`src/rtl/serial_add_sub_pkg.sv`:
```
// Shared types and constants for the bit-serial adder/subtractor.
package serial_add_sub_pkg;

    typedef enum logic [1:0] {
        IDLE = 2'd0,
        RUN  = 2'd1,
        DONE = 2'd2
    } state_t;

    localparam logic MODE_ADD = 1'b0;
    localparam logic MODE_SUB = 1'b1;

    // Bit-counter width: enough to count 0..width-1, never narrower than 1.
    function automatic int cnt_width(input int width);
        return (width <= 2) ? 1 : $clog2(width);
    endfunction

endpackage

```
`src/rtl/serial_add_sub_full_adder.sv`:
```
// Single-bit full adder used as the serial bit cell.
module full_adder (
    input  logic a,
    input  logic b,
    input  logic cin,
    output logic sum,
    output logic cout
);

    assign sum  = a ^ b ^ cin;
    assign cout = (a & b) | (a & cin) | (b & cin);

endmodule

```
`src/rtl/serial_add_sub.sv`:
```
// Bit-serial two's-complement add/subtract, one bit per clock, LSB first.
module serial_add_sub
    import serial_add_sub_pkg::*;
#(
    parameter int WIDTH = 4
) (
    input  logic             clk,
    input  logic             rst,
    input  logic             start,
    input  logic             mode,
    input  logic [WIDTH-1:0] a,
    input  logic [WIDTH-1:0] b,
    output logic             busy,
    output logic             done,
    output logic [WIDTH-1:0] result,
    output logic             carry_out,
    output logic             overflow
);

    localparam int            CW   = cnt_width(WIDTH);
    localparam logic [CW-1:0] LAST = CW'(WIDTH - 1);

    state_t             state, state_nxt;
    logic [CW-1:0]      cnt;
    logic [WIDTH-1:0]   a_sr, b_sr;
    logic [WIDTH-2:0]   r_sr;      // bits already produced; the MSB arrives last
    logic [WIDTH-1:0]   r_cat;
    logic               carry;
    logic               sum_bit, cout_bit;
    logic               accept, last;

    assign accept = start && (state != RUN);
    assign last   = (state == RUN) && (cnt == LAST);
    assign r_cat  = {sum_bit, r_sr};
    assign busy   = (state == RUN);
    assign done   = (state == DONE);

    full_adder u_fa (
        .a    (a_sr[0]),
        .b    (b_sr[0]),
        .cin  (carry),
        .sum  (sum_bit),
        .cout (cout_bit)
    );

    // State register.
    always_ff @(posedge clk or posedge rst) begin
        if (rst) state <= IDLE;
        else     state <= state_nxt;
    end

    // Next-state logic; RUN ignores start, DONE can chain straight into RUN.
    always_comb begin
        state_nxt = state;
        case (state)
            IDLE:    if (start) state_nxt = RUN;
            RUN:     if (cnt == LAST) state_nxt = DONE;
            DONE:    state_nxt = start ? RUN : IDLE;
            default: state_nxt = IDLE;
        endcase
    end

    // Operand/result shift registers, carry flop and bit counter.
    // Subtract is a + ~b + 1: invert b on load and seed the carry with mode.
    always_ff @(posedge clk or posedge rst) begin
        if (rst) begin
            a_sr  <= '0;
            b_sr  <= '0;
            r_sr  <= '0;
            carry <= 1'b0;
            cnt   <= '0;
        end else if (accept) begin
            a_sr  <= a;
            b_sr  <= (mode == MODE_SUB) ? ~b : b;
            carry <= mode;
            cnt   <= '0;
        end else if (state == RUN) begin
            a_sr  <= a_sr >> 1;
            b_sr  <= b_sr >> 1;
            r_sr  <= r_cat[WIDTH-1:1];
            carry <= cout_bit;
            cnt   <= cnt + 1'b1;
        end
    end

    // Output registers update only on the final bit, so they hold through
    // IDLE and the next RUN. Carry into the MSB is the flop value this cycle.
    always_ff @(posedge clk or posedge rst) begin
        if (rst) begin
            result    <= '0;
            carry_out <= 1'b0;
            overflow  <= 1'b0;
        end else if (last) begin
            result    <= r_cat;
            carry_out <= cout_bit;
            overflow  <= carry ^ cout_bit;
        end
    end

endmodule

```
`config.mk`:
```
export PLATFORM = sky130hd
export DESIGN_NAME = serial_add_sub
export DESIGN_NICKNAME = d
export VERILOG_FILES = /design/src/rtl/serial_add_sub_pkg.sv /design/src/rtl/serial_add_sub_full_adder.sv /design/src/rtl/serial_add_sub.sv
export SDC_FILE = /design/constraint.sdc
export NUM_CORES = 1
export LEC_CHECK = 0
export BUFFER_PORTS_ARGS = -buffer_cell sky130_fd_sc_hd__buf_2
export CORE_AREA = 8 8 52 54
export DETAILED_ROUTE_END_ITERATION = 10
export DIE_AREA = 0 0 60 62
export GPL_TIMING_DRIVEN = 1
export PLACE_DENSITY = 0.79
export SLEW_MARGIN = 20
export SYNTH_ARGS = -nofsm -noshare
export SYNTH_HDL_FRONTEND = slang
export SYNTH_SLANG_ARGS = --single-unit
```
`constraint.sdc`:
```
create_clock -name clk -period 2.7 [get_ports clk]
set_clock_uncertainty 0.15 [all_clocks]
set_input_delay 0.135 -clock clk [delete_from_list [all_inputs] [get_ports clk]]
set_output_delay 0.135 -clock clk [all_outputs]
set_load 0.01 [all_outputs]
```
Yosys cells after proc, flatten, opt, wreduce, memory -nomap -nowiden
Index checks and enable logic that the tools add are counted.
W data, S select, Z words.

storage, ports and cells
  register bits after elaboration = 22
  input port bits = 12
  output and inout bits = 8
  logic and storage cells = 45

operators by class
  add/subtract/negate cells = 1
  equal/unequal tests = 6
  multiplexer cells = 13
  bitwise logic cells = 10
  reduce and logical (&&, ||, !) cells = 6

operators by type and width
  kind                   count
  $mux W4                5
  $mux W2                4
  $pmux W2 S3            1
  $eq A2 B2 Y1 const B   2
  $ne A2 B1 Y1 const B   2
  $not A4 Y4             1
  $reduce_and A2 Y1      2
  $and A1 B1 Y1          3
  $mux W1                3
  $xor A1 B1 Y1          3
  $add A2 B1 Y2 const B  1
  $eq A2 B1 Y1 const B   1
  $logic_and A1 B1 Y1    2
  $logic_not A2 Y1       1
  $ne A2 B2 Y1 const B   1
  $or A1 B1 Y1           2
  $reduce_bool A2 Y1     1
  $not A1 Y1             1

Longest topological paths before layout
Gate-level depths: netlist of run 1.

  depth after elaboration = 5
  mapped depth = 5
  mapped depth without buffers = 4

Modules after synthesis
From an unflattened synthesis of run 1, not the netlist that was laid out.

unflattened totals
  cell total of the unflattened synthesis = 82
  area, all modules = 1,009.7 sq um

by module, submodules not included
  module          times used  cells each  area an instance (sq um)  sequential area each (sq um)
  serial_add_sub  1           81          989.7                     550.5
  full_adder      1           1           20.0                      0.0

Worst setup path before layout of run 1
Ideal clock, no wire load.

  path kind = register to register
  start point = register carry
  end point = register r_sr[2]
  setup time = 0.125 ns
  data arrival time = 1.136 ns
  required time = 2.425 ns
  setup slack = 1.290 ns
  cell stages (with the launch flop) = 3
  buffers on the path = 0
  clock period less this slack = 1.410 ns
  path through = dfrtp_1 > fa_1 > mux2_2

between the ends
  word-level cells in the longest chain between the ends = 1

ends and longest elaborated chain
  item                    RTL line                         source
  start, declared         serial_add_sub.sv:28             logic carry;
  start signal, assigned  serial_add_sub.sv:75             carry <= mode;
  start signal, assigned  serial_add_sub.sv:81             carry <= cout_bit;
  $xor A1 B1 Y1           serial_add_sub_full_adder.sv:10  assign sum = a ^ b ^ cin;
  named net sum_bit       serial_add_sub.sv:29             logic sum_bit, cout_bit;
  end signal, assigned    serial_add_sub.sv:80             r_sr <= r_cat[WIDTH-1:1];
  end, declared           serial_add_sub.sv:26             logic [WIDTH-2:0] r_sr;

The timed path passes the listed nets, and every way through them passes these cells.
A chain may end at the register's enable or synchronous reset.

Final worst setup path of run 1
  start point = register state[0]
  end point = output port busy

between the ends
  word-level cells in the longest chain between the ends = 1

ends and longest elaborated chain
  item                    RTL line              source
  start, declared         serial_add_sub.sv:23  state_t state, state_nxt;
  start signal, assigned  serial_add_sub.sv:49  else state <= state_nxt;
  $eq A2 B1 Y1            serial_add_sub.sv:35  assign busy = (state == RUN);
  end, declared           serial_add_sub.sv:13  output logic busy,

No other way between the ends.

==> results.md, run 1 <==
* Diode count at 0
* Final setup vio count at 0
* Largest net degree at the start of global routing at 26
* Ys Warns at 0
* Worst setup margin at ~1.1 ns
* Internal reg-to-reg setup slack at ~1.2 ns
* Syn_area_per_cell at ~12 µm²
* FF+latch count, synth at 22
* Worst hold path depth at 3
* Nets@finish at ~120
* CP Launch Type: flop
* Via count at roughly 640
* Syn Nets at 96
* FF+latch area at ~550 µm²
* Via density at about 5
* Worst Path Arrival at approximately 1.3 ns
* Residual DRC count at 0
* Core Util, Final at approximately 60%
* CP Max Fanout at 25
* Post-synthesis sequential area ratio at between 50% and 60%
* Starting Density at about 53%
* Status: finished, final reports clean
* Fillers at 155
* Critical Path RT at roughly 2.4 ns
* WHS at approximately 0.017 ns
* Clk buf depth at 2
* Clock Pin Slew Worst Setup and Hold Paths at approximately 0.11 ns
* Antenna viol nets, final at 0
* Tmin final at between 1.5 and 2 ns
* Unrepaired setup endpoints after global routing: no
* Worst-Margin Slew at 0.808 ns
* Gr usage total at 11.0%
* Total Wirelength at between 1500 and 2000 µm
* Tcrit/Tclk final at around 59%
* Die W at ~60 µm
* Core area at between 1500 and 2000 µm²
* Max Cap Viol at 0
* CTS H-tree depth at 1
* Row cnt at 16
* Drt first-iter violations at 1
* Cells after synthesis at ~80
* IO Count at 20
* TritonCTS clock tree: done
* Critical path depth at 3
* DR pass1 iterations at 3
* Buf+Inv Stages, Crit Path at 2
* Max VDD drop at around 0.00065 V
* Hold worst-path end: a_sr[2]
* Die ar. at about 3700 µm²
* Slowest stage delay, CP at 0.40 ns
* Gr ovfl total at 0
* Vias in the first global route at 707
* TNS Setup at 0 ns
* Worst path cell trace: nor2b_1 > buf_4 > buf_2
* First-pass GRT wire length at around 3000 µm
* Gp weighted congestion at approximately 0.75
* Yosys cell types at 22
* Worst r2r src: carry
* Critical path type: reg2out
* Root buf cell: clkbuf_4
* Critical path startpoint: state[0]
* Fraction of layout instances using a drive strength above 1 at 34.3%
* Pwr per Cell Area at 1020 nW/µm²
* Hold crit path type: in2reg
* Routed WL per cell at between 10 and 15 µm
* Port-buffer cells at 19
* Worst path top cell family by delay: buffers and inverters
* Total CTS buffers at 3
* Area taken by multi-input logic gates at between 400 and 500 µm²
* CTS Sinks at 22
* Final hold vios at 0
* Area delta synth->final at 16.5%
* Clk_lat worst skew at about 0.29 ns
* CP endpoint kind: output port
* Slew Limit Headroom at about 46%
* Dpl ws at 1.22 ns
* Synthesized area at 1010 µm²
* Initial antenna violation count at 0
* Critical path's slowest cell: dfrtp_1
* LEAKAGE at slightly below 0.0006 µW
* Worst R2R Path Depth at 2
* Fmax at about 0.63 GHz
* Slew Limit Fails at 0
* Dpl hpwl at 1280 µm
* Hold_sp: a[2]
* FF-to-FF End: r_sr[2]
* Die H at 62 µm
-- cell type report --
class | count | area share, %
timing repair buffer | 25 | 13.0
multi-input combinational | 51 | 34.1
inverter | 4 | 1.28
tap | 27 | 2.87
clock buffer | 3 | 1.91
sequential | 22 | 46.8
-- cells in the mapped netlist --
master	number	share of area, %
mux2i_1	8	7.9
xnor2_1	2	1.7
inv_1	3	1.1
dfrtp_1	22	55
a211oi_2	1	1.2
nor2_1	2	0.74
inv_2	1	0.37
o21ai_0	9	4.5
nor2_2	1	0.62
mux2_4	1	1.5
buf_4	2	1.5
nor2b_1	1	0.62
nand2_1	10	3.7
o22ai_1	1	0.62
xor2_1	3	2.6
buf_6	2	2.2
ha_1	1	1.2
buf_2	1	0.50
fa_1	1	2.0
mux2_2	8	8.9
and2b_1	1	0.74
nand3b_2	1	1.1
-- metal layers --
layer  part of all wire (%)  wire (µm)  up-vias  track usage, %
met3                    2.1         37        2            3.09
met4                    1.0         18        0            7.14
met5                      0          0        -               0
met2                     54        930        7            18.8
met1                     43        749      314            11.7
li1                       -          -      319               -
-- logic make-up (layout without fill, tap and decap cells) --
| group | Yosys count | count (layout) | synth area share, % |
|---|---|---|---|
| flops | 22 | 22 | 54.5 |
| mux | 17 | 17 | 18.3 |
| simple gates | 16 | 16 | 7.56 |
| compound gates | 11 | 11 | 6.32 |
| buf+inv | 9 | 32 | 5.70 |
| xor+xnor | 5 | 5 | 4.34 |
| fa+ha+maj | 2 | 2 | 3.22 |
-- power breakdown --
group	total [µW]	internal, µW	switching (µW)
sequential	570	481	89.2
clock	139	51.9	86.8
combinational	496	250	246
-- repair_timing --
| action | CTS | global route |
|---|---|---|
| hold endpoints to repair | 26 | 0 |
| buffers inserted | 0 | 0 |
| hold buffers | 5 | 0 |
| resized for setup | 0 | 0 |
-- placed cells by master, fill, tap and decap left out, drive strengths merged --
cell type | synthesis | final
nor2 | 3 | 3
clkbuf | 0 | 3
mux2i | 8 | 8
dlygate4sd3 | 0 | 5
o22ai | 1 | 1
xnor2 | 2 | 2
inv | 4 | 4
ha | 1 | 1
a211oi | 1 | 1
nand3b | 1 | 1
nand2 | 10 | 10
and2b | 1 | 1
fa | 1 | 1
xor2 | 3 | 3
mux2 | 9 | 9
dfrtp | 22 | 22
buf | 5 | 20
o21ai | 9 | 9
nor2b | 1 | 1
-- worst reg2reg max path, cell delays in order, from the launching register on --
cell	delay, ns
dfrtp_1	0.43
fa_1	0.52
mux2_2	0.28
-- how the worst max path moves through the flow --
stage                   end
detailed placement  r_sr[2]
global placement    r_sr[2]
global route           busy
finish                 busy
floorplan           r_sr[2]
CTS                    busy
-- registers in the layout, indices dropped and copies added, names as in the netlist --
| name | flops |
|---|---|
| cnt | 2 |
| b_sr | 4 |
| carry | 1 |
| state | 2 |
| a_sr | 4 |
| result | 4 |
| r_sr | 3 |
| carry_out | 1 |
| overflow | 1 |
-- through the flow --
stage | total power [µW] | cell area (µm²) | cells
floorplan | 963 | 1010 | 82
detailed placement | 1080 | 1100 | 124
finish | 1210 | 1180 | 132
global placement | 1050 | 1100 | 124
CTS | 1220 | 1180 | 132
global route | 1310 | 1180 | 132
No activity file was read; power rests on OpenSTA's default activity.
==> inputs of run 2 (changes only) <==
--- a/config.mk
+++ b/config.mk
@@ -6,11 +6,11 @@
 export NUM_CORES = 1
 export LEC_CHECK = 0
 export BUFFER_PORTS_ARGS = -buffer_cell sky130_fd_sc_hd__buf_2
-export CORE_AREA = 8 8 52 54
+export CORE_AREA = 8 8 54 56
 export DETAILED_ROUTE_END_ITERATION = 10
-export DIE_AREA = 0 0 60 62
+export DIE_AREA = 0 0 62 64
 export GPL_TIMING_DRIVEN = 1
-export PLACE_DENSITY = 0.79
+export PLACE_DENSITY = 0.73
 export SLEW_MARGIN = 20
 export SYNTH_ARGS = -nofsm -noshare
 export SYNTH_HDL_FRONTEND = slang
==> constraint.sdc (replaced) <==
create_clock -name clk -period 1.5 [get_ports clk]
set_clock_uncertainty 0.15 [all_clocks]
set_input_delay 0.075 -clock clk [delete_from_list [all_inputs] [get_ports clk]]
set_output_delay 0.075 -clock clk [all_outputs]
set_load 0.01 [all_outputs]
==> run 2 against run 1 <==
Clock power increased by 120%. Final cell count is 6.1% higher. Count of clock-buffer cells in the layout up 1. Sequential power rose by 79%. Largest cell class unchanged. Highest routed layer unchanged.
==> results.md, run 2 (synthesis gave the netlist of run 1 again) <==
* Diode count at 0 (unchanged)
* Critical Path RT at 1.55 ns (was 2.41 ns)
* Fmax at slightly below 0.7 GHz
* Hold worst-path end: carry (was a_sr[2])
* Die W at 62 µm (was 60 µm)
* Unrepaired setup endpoints after global routing: no (unchanged)
* Worst setup margin at 0.0527 ns (was 1.11 ns)
* Dpl hpwl at 1310 µm (was 1280 µm)
* Gr ovfl total at 0 (unchanged)
* Total Wirelength at 1860 µm (was 1740 µm)
* Die H at 64 µm (was 62 µm)
* Internal reg-to-reg setup slack at 0.05 ns (was 1.22 ns)
* Most frequent cells in the layout: dfrtp_1 (22), buf_2 (19), nand2_1 (10) (unchanged)
* Residual DRC count at 0 (unchanged)
* Final setup vio count at 0 (unchanged)
* CTS H-tree depth at 1 (unchanged)
* Tcrit/Tclk final at between 90% and 100%
* Clk buf depth at 2 (unchanged)
* LEAKAGE at 0.000641 µW (was 0.000587 µW)
* Pwr per Cell Area at 1840 nW/µm² (was 1020 nW/µm²)
* Worst hold path depth at 3 (unchanged)
* Worst Path Arrival at 1.49 ns (was 1.31 ns)
* Antenna viol nets, final at 0 (unchanged)
* Placed Cells at 127 (was 124)
* Clock Pin Slew Worst Setup and Hold Paths at 0.12 ns (was 0.11 ns)
* Clk_lat worst skew at 0.29 ns (about the same)
* Initial antenna violation count at 0 (unchanged)
* Most common cell after layout, fill and taps aside: dfrtp_1 (unchanged)
* Via density at 4.82 (was 4.86)
* CTS Sinks at 22 (unchanged)
* Area delta synth->final at 25.5% (was 16.5%)
* Worst path cell trace: fa_1 > mux2_2 (was nor2b_1 > buf_4 > buf_2)
* Via count at 675 (was 642)
* Status: finished, final reports clean (unchanged)
* Core area at 2110 µm² (was 1900 µm²)
* Total CTS buffers at 3 (unchanged)
* CP Max Fanout at 3 (was 25)
* Drt first-iter violations at 7 (was 1)
* Slew Limit Headroom at 78.8% (was 46.1%)
* Vias in the first global route at 729 (was 707)
* CP endpoint kind: flop (was output port)
* Largest regs: a_sr x4, b_sr x4, result x4 (unchanged)
* Tmin final at approximately 1.4 ns
* Fraction of layout instances using a drive strength above 1 at 36.6% (was 34.3%)
* Final non-filler cell total at 140 (was 132)
* Slowest stage delay, CP at 0.50 ns (was 0.40 ns)
* Worst-Margin Slew at 0.318 ns (was 0.808 ns)
* Gp weighted congestion at 0.691 (was 0.745)
* Die ar. at 3970 µm² (was 3720 µm²)
* Routed WL per cell at 13.3 µm (was 13.2 µm)
* Nets@finish at 127 (was 121)
* Max VDD drop at 0.00107 V (was 0.000649 V)
* FF-to-FF End: r_sr[2] (unchanged)
* First-pass GRT wire length at 3180 µm (was 2960 µm)
* Hold_sp: mode (was a[2])
* Largest net degree at the start of global routing at 26 (unchanged)
* Starting Density at 48.0% (was 53.1%)
* Critical path type: reg2reg (was reg2out)
* TNS Setup at 0 ns (unchanged)
* Root buf cell: clkbuf_4 (unchanged)
* DR pass1 iterations at 3 (unchanged)
* Critical path's slowest cell: fa_1 (was dfrtp_1)
* Port-buffer cells at 19 (unchanged)
* TritonCTS clock tree: done (unchanged)
* Hold crit path type: in2reg (unchanged)
* Dpl ws at 0.0375 ns (was 1.22 ns)
* CP Launch Type: flop (unchanged)
* Max Cap Viol at 0 (unchanged)
* Slew Limit Fails at 0 (unchanged)
* Row cnt at 17 (was 16)
* Gr usage total at 10.4% (was 11.0%)
* Worst R2R Path Depth at 2 (unchanged)
* Worst r2r src: carry (unchanged)
* Final hold vios at 0 (unchanged)
* IO Count at 20 (unchanged)
==> run 2: through the flow <==
step	util, %	cell area, µm²	hold WS (ns)	total power (µW)
after floorplan	-	1010	-0.0858	1730
after global placement	53.8	1130	-0.0307	1950
after detailed placement	53.8	1130	-0.0253	2000
after CTS	59.3	1250	0.0226	2340
after global routing	60.2	1270	0.0514	2520
final	60.2	1270	0.0323	2340
==> run 2: repair_timing <==
| item | in CTS | in global routing |
|---|---|---|
| setup buffers | 0 | 1 |
| endpoints found under the setup margin | 0 | 8 |
| hold buffers | 8 | 0 |
| resized for setup | 0 | 2 |
| endpoints found under the hold margin | 29 | 0 |
==> run 2: cell type report <==
type	count	area [µm²]
clock buffer	4	36.3
fill	162	838
inverter	4	15.0
multi-input combinational	51	413
sequential	22	551
tap	28	35.0
timing repair buffer	31	218
==> run 2: worst max-delay path by stage <==
stage	startpoint	to	slack, ns	cells after the start
after CTS	state[1]	busy	0.01	3
after detailed placement	cnt[0]	result[2]	0.04	3
after global routing	carry	r_sr[2]	0.004	2
after global placement	carry	overflow	0.07	3
after floorplan	carry	r_sr[2]	0.09	2
final	carry	r_sr[2]	0.05	2
==> run 2: layer usage <==
metal	GRT usage (%)	routed length (µm)	up-vias
li1	-	-	332
met1	11.5	775	336
met2	17.9	1010	5
met3	2.20	49	2
met4	5.13	17	0
met5	0	0	-
==> run 2: worst max-delay path: cells and delay by family, from the launching register on <==
family	cells	cell delay [ns]
adder cells (fa/ha/maj)	1	0.50
flip-flops	1	0.43
multiplexers	1	0.27
==> run 2: power breakdown <==
group | internal (µW) | total, µW | switching, µW
clock | 148 | 312 | 164
sequential | 866 | 1020 | 157
combinational | 538 | 1000 | 463
total | 1550 | 2340 | 784
==> inputs of run 3 (changes only) <==
==> constraint.sdc (replaced) <==
create_clock -name clk -period 1.5 [get_ports clk]
set_clock_uncertainty 0.15 [all_clocks]
set_input_delay 0 -clock clk [delete_from_list [all_inputs] [get_ports clk]]
set_output_delay 0 -clock clk [all_outputs]
set_load 0.01 [all_outputs]
==> run 3 against run 2 <==
Critical path depth is the same. Power increased by 0.33%. Clock power about the same. Combinational power about the same. Largest cell class unchanged. Via count rose by 2.8%. Largest power group unchanged. Count of clock-buffer cells in the layout did not move.
==> results.md, run 3 (synthesis gave the netlist of run 1 again) <==
* Worst-Margin Slew at 0.316 ns (was 0.318 ns)
* LEAKAGE at 0.000653 µW (was 0.000641 µW)
* Fmax at 0.687 GHz (was 0.691 GHz)
* Port-buffer cells at 19 (unchanged)
* Worst Path Arrival at 1.50 ns (was 1.49 ns)
* Slowest stage delay, CP at 0.50 ns (about the same)
* First-pass GRT wire length at 3260 µm (was 3180 µm)
* Total Wirelength at 1940 µm (was 1860 µm)
* Worst R2R Path Depth at 2 (unchanged)
* Residual DRC count at 0 (unchanged)
* Buf+Inv Stages, Crit Path at 0 (unchanged)
* Gp weighted congestion at 0.691 (unchanged)
* Max Cap Viol at 0 (unchanged)
* Largest net degree at the start of global routing at 26 (unchanged)
* Via density at 4.85 (was 4.82)
* CTS H-tree depth at 1 (unchanged)
* Worst r2r src: carry (unchanged)
* Drt first-iter violations at 11 (was 7)
* Status: finished, final reports clean (unchanged)
* Pwr per Cell Area at 1810 nW/µm² (was 1840 nW/µm²)
* Worst path top cell family by delay: adder cells (unchanged)
* Worst setup margin at 0.0443 ns (was 0.0527 ns)
* Clk buf depth at 2 (unchanged)
* CP endpoint kind: flop (unchanged)
* Starting Density at 48.0% (unchanged)
* Final hold vios at 0 (unchanged)
* Slew Limit Headroom at 78.9% (was 78.8%)
* Unrepaired setup endpoints after global routing: no (unchanged)
* DR pass1 iterations at 4 (was 3)
* Clk_lat worst skew at 0.29 ns (about the same)
* Max VDD drop at 0.00107 V (about the same)
* Most common cell after layout, fill and taps aside: dfrtp_1 (unchanged)
* TNS Setup at 0 ns (unchanged)
* Die W at 62 µm (unchanged)
* IO Count at 20 (unchanged)
* Dpl ws at 0.0375 ns (unchanged)
* Internal reg-to-reg setup slack at 0.04 ns (was 0.05 ns)
* Row cnt at 17 (unchanged)
* Area delta synth->final at 28.3% (was 25.5%)
* Diode count at 0 (unchanged)
* CP Launch Type: flop (unchanged)
* Nets@finish at 130 (was 127)
* Final Total Pwr at 2340 µW (about the same)
* Core area at 2110 µm² (unchanged)
* Via count at 694 (was 675)
* Initial antenna violation count at 0 (unchanged)
* FF-to-FF End: r_sr[2] (unchanged)
* CP Max Fanout at 3 (unchanged)
* Clock Pin Slew Worst Setup and Hold Paths at 0.12 ns (about the same)
* Tcrit/Tclk final at 97.0% (was 96.5%)
* Tmin final at 1.46 ns (was 1.45 ns)
* Critical Path RT at 1.55 ns (about the same)
* CTS Sinks at 22 (unchanged)
* Gr usage total at 10.8% (was 10.4%)
* TritonCTS clock tree: done (unchanged)
* Final setup vio count at 0 (unchanged)
* Gr ovfl total at 0 (unchanged)
* Routed WL per cell at 13.6 µm (was 13.3 µm)
* Critical path's slowest cell: fa_1 (unchanged)
* Fin area at 1290 µm² (was 1270 µm²)
* Die H at 64 µm (unchanged)
* Die ar. at 3970 µm² (unchanged)
* Root buf cell: clkbuf_4 (unchanged)
* Dpl hpwl at 1310 µm (unchanged)
* Total CTS buffers at 3 (unchanged)
* Worst path cell trace: fa_1 > mux2_2 (unchanged)
* Critical path startpoint: carry (unchanged)
* Critical path type: reg2reg (unchanged)
* WHS at 0.108 ns (was 0.0323 ns)
* Antenna viol nets, final at 0 (unchanged)
* Placed cell areas at 1130 µm² (unchanged)
* Slew Limit Fails at 0 (unchanged)
* Most frequent cells in the layout: dfrtp_1 (22), buf_2 (19), dlygate4sd3_1 (11) (was dfrtp_1 (22), buf_2 (19), nand2_1 (10))
* Largest regs: a_sr x4, b_sr x4, result x4 (unchanged)
* Hold crit path type: in2async (was in2reg)
* Vias in the first global route at 736 (was 729)
* Fraction of layout instances using a drive strength above 1 at 34.8% (was 36.6%)
-- run 3: per-stage QoR --
stage,cells,utilization (%)
4_1_cts,142,60.7
5_1_grt,143,61.5
6_report,143,61.5
3_5_place_dp,127,53.8
3_3_place_gp,127,53.8
2_1_floorplan,82,-
-- run 3: how the worst max path moves through the flow --
stage          cells past startpoint   endpoint  slack [ns]
2_1_floorplan                      2    r_sr[2]        0.09
3_3_place_gp                       3   overflow        0.07
3_5_place_dp                       3  result[2]        0.04
4_1_cts                            3  result[2]        0.02
5_1_grt                            2    r_sr[2]       0.004
6_report                           2    r_sr[2]        0.04
-- run 3: tightest hold or removal path: cells and delay by family --
| family | cells | cell delay [ns] |
|---|---|---|
| buffers and inverters | 4 | 0.96 |
-- run 3: layout make-up --
cell class              instances  area (µm²)
clock buffers                   4        36.3
fillers                       159         811
inverters                       4        15.0
multi-input cells              51         410
flip-flops and latches         22         551
well taps                      28        35.0
repair buffers                 34         248
-- run 3: repair_timing --
action	4_1_cts	5_1_grt
setup endpoints to repair	0	7
gates resized for setup	0	1
buffers inserted	0	1
hold buffers	11	0
hold endpoints to repair	32	0
-- run 3: power breakdown --
group | internal, µW | leakage, µW | total [µW] | switching [µW]
registers | 866 | 0.000273 | 1020 | 156
clock network | 148 | 0.0000210 | 314 | 166
logic | 539 | 0.000359 | 1010 | 468
total | 1550 | 0.000653 | 2340 | 791
-- run 3: layer usage --
metal  share of wire [%]  track usage, %  wire length [µm]
met5                   0               0                 0
met4                0.88            5.13                17
met3                 2.7            2.20                52
met2                  56            18.6              1080
met1                  41            11.9               790
